**config.mk**
```make
export PLATFORM = sky130hd
export DESIGN_NAME = issue_ctrl
export DESIGN_NICKNAME = d
export VERILOG_FILES = /design/src/rtl/issue_ctrl.sv
export SDC_FILE = /design/constraint.sdc
export NUM_CORES = 1
export LEC_CHECK = 0
export BUFFER_PORTS_ARGS = -buffer_cell sky130_fd_sc_hd__buf_2
export CORE_UTILIZATION = 50
export CTS_BUF_LIST = sky130_fd_sc_hd__clkbuf_16
export CTS_CLUSTER_DIAMETER = 80
export CTS_CLUSTER_SIZE = 8
export DETAILED_ROUTE_END_ITERATION = 6
export PLACE_DENSITY_LB_ADDON = 0.25
export REMOVE_ABC_BUFFERS = 1
export SKIP_LAST_GASP = 1
export SYNTH_ARGS = -nofsm -noshare
export SYNTH_HDL_FRONTEND = slang
export SYNTH_SLANG_ARGS = --single-unit
export TNS_END_PERCENT = 30
```
**constraint.sdc**
```tcl
create_clock -name clk -period 8 [get_ports clk]
set_clock_uncertainty 0.05 [all_clocks]
set_input_delay 0.4 -clock clk [delete_from_list [all_inputs] [get_ports clk]]
set_output_delay 0.4 -clock clk [all_outputs]
set_load 0.01 [all_outputs]
```
**src/rtl/issue_ctrl.sv**
```systemverilog
// rtl/issue_ctrl.sv - in-order issue controller with register/flag scoreboard
// Stalls on RAW/WAW/flag hazards, holds for multi-cycle ops and flushes after taken branches.
module issue_ctrl #(
   parameter int MC_LATENCY   = 4,
   parameter int FLUSH_CYCLES = 2
) (
   input  logic       clk,
   input  logic       n_rst,
   input  logic       in_valid,
   output logic       in_ready,
   input  logic [4:0] dec_write_addr,
   input  logic [4:0] dec_addr_a,
   input  logic [4:0] dec_addr_b,
   input  logic       dec_regwrite,
   input  logic       dec_use_imm,
   input  logic       dec_setflags,
   input  logic       dec_flag_use,
   input  logic       dec_branch,
   input  logic       dec_multicycle,
   input  logic       wb_valid,
   input  logic [4:0] wb_addr,
   input  logic       wb_flags,
   output logic       issue_valid,
   output logic       flush,
   output logic       stall,
   output logic       busy
);

   typedef enum logic [1:0] {RUN, MULTI, FLUSH} state_t;

   localparam logic [3:0] MC_LOAD    = 4'(MC_LATENCY - 1);
   localparam logic [3:0] FLUSH_LOAD = 4'(FLUSH_CYCLES);

   state_t      r_state;
   state_t      w_state_nxt;
   logic [3:0]  r_cnt;
   logic [3:0]  w_cnt_nxt;
   logic [31:0] r_sb;
   logic [31:0] w_sb_nxt;
   logic        r_fb;
   logic        w_fb_nxt;
   logic        r_issue;
   logic        r_flush;
   logic        r_busy;
   logic        w_hazard;
   logic        w_accept;

   always_comb begin
      w_hazard = r_sb[dec_addr_a]
               | (~dec_use_imm & r_sb[dec_addr_b])
               | (dec_regwrite & r_sb[dec_write_addr])
               | (dec_flag_use & r_fb);
   end

   assign in_ready = (r_state == RUN) & ~w_hazard;
   assign w_accept = in_valid & in_ready;
   assign stall    = in_valid & ~in_ready;

   // Clear first so a same-cycle set on the same address wins.
   always_comb begin
      w_sb_nxt = r_sb;
      if (wb_valid) w_sb_nxt[wb_addr] = 1'b0;
      if (w_accept & dec_regwrite) w_sb_nxt[dec_write_addr] = 1'b1;
      w_fb_nxt = (r_fb & ~wb_flags) | (w_accept & dec_setflags);
   end

   // MULTI counts the accept cycle as its first execute cycle, so it leaves one
   // step earlier than FLUSH, which also spends a cycle with the counter at 0.
   always_comb begin
      w_state_nxt = r_state;
      w_cnt_nxt   = r_cnt;
      case (r_state)
         RUN: begin
            if (w_accept & dec_branch) begin
               w_state_nxt = FLUSH;
               w_cnt_nxt   = FLUSH_LOAD;
            end else if (w_accept & dec_multicycle) begin
               w_state_nxt = MULTI;
               w_cnt_nxt   = MC_LOAD;
            end
         end
         MULTI: begin
            w_cnt_nxt = r_cnt - 4'd1;
            if (r_cnt <= 4'd1) begin
               w_state_nxt = RUN;
               w_cnt_nxt   = 4'd0;
            end
         end
         FLUSH: begin
            if (r_cnt == 4'd0) w_state_nxt = RUN;
            else               w_cnt_nxt   = r_cnt - 4'd1;
         end
         default: begin
            w_state_nxt = RUN;
            w_cnt_nxt   = 4'd0;
         end
      endcase
   end

   always_ff @(posedge clk or negedge n_rst) begin
      if (!n_rst) begin
         r_state <= RUN;
         r_cnt   <= 4'd0;
         r_sb    <= 32'd0;
         r_fb    <= 1'b0;
         r_issue <= 1'b0;
         r_flush <= 1'b0;
         r_busy  <= 1'b0;
      end else begin
         r_state <= w_state_nxt;
         r_cnt   <= w_cnt_nxt;
         r_sb    <= w_sb_nxt;
         r_fb    <= w_fb_nxt;
         r_issue <= w_accept;
         r_flush <= w_accept & dec_branch;
         r_busy  <= (w_state_nxt != RUN) | (|w_sb_nxt) | w_fb_nxt;
      end
   end

   assign issue_valid = r_issue;
   assign flush       = r_flush;
   assign busy        = r_busy;

endmodule
```
# Word-level counts from Yosys, hierarchy flattened
# Index checks and enable logic that the tools add are counted.
# classes
add_sub_neg,1
n_reduce_logical,7
n_lt_le_gt_ge,7
muxes,22
eq_ne,4
bitwise,24
# op_table
cell,n
32-bit 2-to-1 mux,2
32-bit AND,1
32-bit NOT,1
32-bit bitwise OR,1
32-bit OR reduction,1
5-bit by 6-bit < comparator with 1-bit output (second input constant),4
4-bit 2-to-1 mux,4
1-bit binary-select mux with 5-bit select,3
4-bit case mux with 3 select lines,1
1-bit AND,11
1-bit demux with 5-bit select,2
5-bit by 1-bit >= comparator with 1-bit output (second input constant),2
2-bit 2-to-1 mux,4
1-bit bitwise OR,6
2-bit case mux with 3 select lines,1
1-bit 2-to-1 mux,5
4-bit by 1-bit less-or-equal comparator with 1-bit output (second input constant),1
4-bit zero test,1
1-bit NOT,4
4-bit by 1-bit subtractor with 4-bit output (second input constant),1
3-bit by 1-bit != test with 1-bit output (second input constant),1
2-bit by 1-bit == test with 1-bit output (second input constant),1
2-bit == test (second input constant),1
1-bit logical AND,2
other kinds (4),4
# totals
output_inout_bits,5
in_bits,31
ff_bits,42

# Depth between registers and ports, before layout
# logic_depth
word_depth,16
ltp_mapped,10
ltp_nobuf,9

# Worst setup path after synthesis
# Ideal clock, no wire load.
# synth_path
path_type,input to register
from,input dec_addr_a[2]
to,register r_cnt[2]
t_arrival_ns,2.606
n_path_buf,1
required_ns,7.884
setup_ns,0.066
path_slack_ns,5.278
cell_stages,9
path_cell_list,clkbuf_1 mux4_1 mux2i_1 o2111ai_1 a32o_2 a211oi_4 a221oi_2 or4b_1 nand2_1
# synth_between
elab_chain_cells,11
# synth_rtl
item,line,text
"start, declared",12,"input logic [4:0] dec_addr_a,"
1-bit binary-select mux with 5-bit select *,49,w_hazard = r_sb[dec_addr_a]
1-bit 2-to-1 mux (not written as such) *,49,
1-bit bitwise OR *,50,| (~dec_use_imm & r_sb[dec_addr_b])
1-bit bitwise OR *,51,| (dec_regwrite & r_sb[dec_write_addr])
1-bit bitwise OR *,52,| (dec_flag_use & r_fb);
1-bit NOT *,55,assign in_ready = (r_state == RUN) & ~w_hazard;
1-bit AND *,55,
1-bit AND *,56,assign w_accept = in_valid & in_ready;
net w_accept,46,logic w_accept;
"1-bit AND, on equally long branches","74, 77",
4-bit 2-to-1 mux or 3-bit by 1-bit != test with 1-bit output (tied branches),n/a,
4-bit case mux with 3 select lines or 2-bit AND reduction (tied branches),n/a,
"end signal, assigned",111,r_cnt <= w_cnt_nxt;
"end, declared",36,logic [3:0] r_cnt;
# The timed path passes the listed nets; every way through them passes the cells marked *. The select of a mux whose other input is x is not followed.
# A chain may end at the register's enable or synchronous reset.

# Worst setup path in the final report
# layout_path
from,register r_sb[10]
to,register r_busy (netlist: busy)
# layout_lines
item,line,text
"start, declared",38,logic [31:0] r_sb;
"start signal, assigned",112,r_sb <= w_sb_nxt;
1-bit binary-select mux with 5-bit select,50,
1-bit 2-to-1 mux (not written as such),50,
1-bit AND,50,
1-bit bitwise OR,50,
1-bit bitwise OR *,51,
1-bit bitwise OR *,52,
1-bit NOT *,55,
1-bit AND *,55,
1-bit AND *,56,
1-bit AND *,63,if (w_accept & dec_regwrite) w_sb_nxt[dec_write_addr] = 1'b1;
32-bit 2-to-1 mux *,63,
net w_sb_nxt[13],39,logic [31:0] w_sb_nxt;
32-bit OR reduction *,116,r_busy <= (w_state_nxt != RUN) | (|w_sb_nxt) | w_fb_nxt;
1-bit bitwise OR * (2 in series),116,
"end signal, assigned",116,
"end, declared",44,logic r_busy;
# Marked as above.

==> flow_metrics.py <==
metrics = {
    "outcome": {
        "outcome": "complete, no violations",
    },
    "sta": {
        "grt_setup_unrepaired": "false",
        "setup_viol": 0,
        "slew_viol_final": 0,
        "tns_ns": 0,
        "layout_worst_path_cycle_share_pct": 36.4,
        "slew_headroom_pct": 38.2,
        "finalCriticalPeriod_ns": 2.91,
        "hold_ws_ns": 0.201,
        "fmax_ghz": 0.344,
        "hold_viol": 0,
        "tightest_slew_ns": 0.927,
    },
    "grt": {
        "grt_antenna_before_repair": 0,
        "grt_overflow": 0,
        "grtUsageTotal_pct": 28.1,
        "grt_max_degree": 43,
        "grt_pass1_vias": 2630,
        "grt_pass1_wl_um": 13200,
    },
    "final_layout": {
        "antenna_cells": 0,
        "drive_gt1_share_pct": 20.2,
        "multi_input_area_um2": 1810,
        "final_cell_count_no_fill": 403,
        "seq_area_um2": 1050,
        "final_util_pct": 58.8,
        "syn_to_final_growth_pct": 10.8,
        "nFillCells": 509,
        "fin_nets": 364,
    },
    "power_and_ir_drop": {
        "ir_drop_mv": 0.120,
        "pwr-share-seq_pct": 40.9,
        "switchingPower_mw": 0.249,
        "power.density_nw_per_um2": 213,
        "clkPwrFrac_pct": 27.2,
        "cellLeakagePower_nw": 1.46,
        "p_int_mw": 0.453,
        "pwr-share-comb_pct": 32.0,
        "switching_share_pct": 35.5,
    },
    "yosys": {
        "yosysMostFrequentCell": "o21ai_0",
        "ys.warnings.count": 0,
        "syn_inst": 303,
        "ys_async_sr_fraction_pct": 100,
        "synth_top_area_cell": "dfrtp_1",
        "synth_top_area_share_pct": 35.3,
        "synth_edf_count": 0,
        "ys_seq_elements": 42,
        "synthFlopType": "dfrtp_1",
        "synth.distinct_cells": 48,
        "syn_avg_cell_area_um2": 9.82,
        "yosys-top-cells-area": "dfrtp_1 (35%), o21ai_0 (11%), mux4_1 (7.9%)",
        "ys_seq_area_share_pct": 35.3,
        "synth_common_cells": "o21ai_0 (65), dfrtp_1 (42), mux2i_1 (21), nand2_1 (20), nor2_1 (11)",
        "syn-cell-area_um2": 2980,
    },
    "setup_path": {
        "worstReg2RegStart": "r_sb[10]",
        "rr_worst_depth": 8,
        "start_kind": "flop",
        "path_max_fanout": 9,
        "crit_path_start": "r_sb[10]",
        "required_ns": 8.17,
        "crit_arrival_ns": 3.08,
        "critPathKind": "flop to flop",
        "end_kind": "flop",
    },
    "floorplan": {
        "die_height_um": 79.2,
        "dieWidth_um": 79.2,
        "rows": 27,
        "boundaryPins": 36,
        "initial_core_util_pct": 53.1,
        "die_area_um2": 6270,
        "core_um2": 5610,
    },
    "cts": {
        "cts_htree_levels": 2,
        "cts_tree": "done",
        "clkTransAtPathRegs_ns": 0.06,
        "worstSkewPairLatency_ns": 0.29,
        "post_cts_resized": 0,
        "cts_setup_buffers": 0,
        "holdBufCountCts": 0,
        "cts_buffers": 5,
        "clock_sink_count": 42,
        "cts_buffer_depth": 2,
        "cts_root_buffer": "clkbuf_16",
    },
    "routing": {
        "first_pass_iters": 5,
        "dr_total_vias": 2727,
        "drc": 0,
        "routed_via_density": 6.77,
        "avgRoutedWirePerCell_um": 20.3,
        "drt_wl_total_um": 8170,
        "ant_nets": 0,
        "drt_iter0_drc": 263,
    },
    "placed_design": {
        "hpwl_um": 6000,
        "dp_cells": 395,
        "gp_congestion": 0.930,
        "io_buffers": 35,
    },
    "hold_path": {
        "hold_class": "input port to async pin",
    },
    "flow_run": {
        "cap_violations": 0,
    },
}
[power groups by stage]
stage               Combinational, mW  Sequential, mW  Clock, mW
finish                          0.224           0.287      0.191
global route                    0.247           0.291      0.201
CTS                             0.222           0.284      0.191
detailed placement              0.220           0.288          0
global placement                0.216           0.288          0
floorplan                       0.151           0.274          0
[sequential cells by signal, summed over array words and instances, names as in the netlist]
register	flops
busy	1
flush	1
issue_valid	1
r_cnt	4
r_fb	1
r_sb	32
r_state	2
[per-stage QoR]
step | total power [mW] | cell area, µm² | worst slack, ns
after floorplan | 0.425 | 2890 | 5.45
after global placement | 0.504 | 3160 | 4.92
after detailed placement | 0.508 | 3160 | 4.87
after CTS | 0.697 | 3300 | 5.12
after global routing | 0.738 | 3300 | 4.97
final | 0.702 | 3300 | 5.09
[worst max-delay path: stages (launching register included)]
cell and delay [ns]:
dfrtp_1 0.43, mux4_1 0.53, mux2i_1 0.17, a31oi_1 0.10, a32o_2 0.36, or4_1 0.75, o21ai_1 0.28, nor4_1 0.08
nand4_1 0.09
[placed cells by master (no fill, tap or decap), types with 6 or more instances in the layout]
cell type / instances
o21ai_0: 65
dfrtp_1: 42
buf_2: 35
mux2i_1: 21
nand2_1: 20
nor2_1: 11
inv_1: 10
mux4_1: 9
nand3b_1: 9
a21oi_1: 9
nand3_1: 7
nand4_1: 7
mux4_2: 6
or3_1: 6
or3b_2: 6
[layer usage]
metal / GRT usage, % / part of all wire [%] / vias up
met5: 0 / 0 / -
met4: 13.1 / 2.9 / 0
met3: 5.29 / 9.0 / 22
met2: 40.7 / 44 / 150
met1: 40.6 / 44 / 1307
li1: - / - / 1248
[cell families (layout without fill, tap and decap cells)]
group / Yosys count / count (layout) / share of synthesized area [%]
simple gates: 88 / 88 / 16.7
buf+inv: 24 / 52 / 3.91
mux: 38 / 38 / 20.3
fa+ha+maj: 3 / 3 / 1.26
compound gates: 108 / 108 / 22.5
flops: 42 / 42 / 35.3
[final timing paths]
| check | to | slack (ns) |
|---|---|---|
| setup / recovery | busy | 5.09 |
| hold / removal | r_sb[11] | 0.20 |
| setup reg to reg | busy | 5.09 |
| hold reg to reg | r_cnt[3] | 0.52 |
| max in group asynchronous | r_state[1] | 7.11 |
| min in group clk | r_fb | 0.28 |
[area by class of cell]
class,count,area share (%)
multi-input combinational,237,54.9
inverter,9,1.02
sequential,42,31.9
tap,72,2.73
clock buffer,5,3.80
clock inverter,3,0.380
timing repair buffer,35,5.31
(Power assumes the default switching activity.)
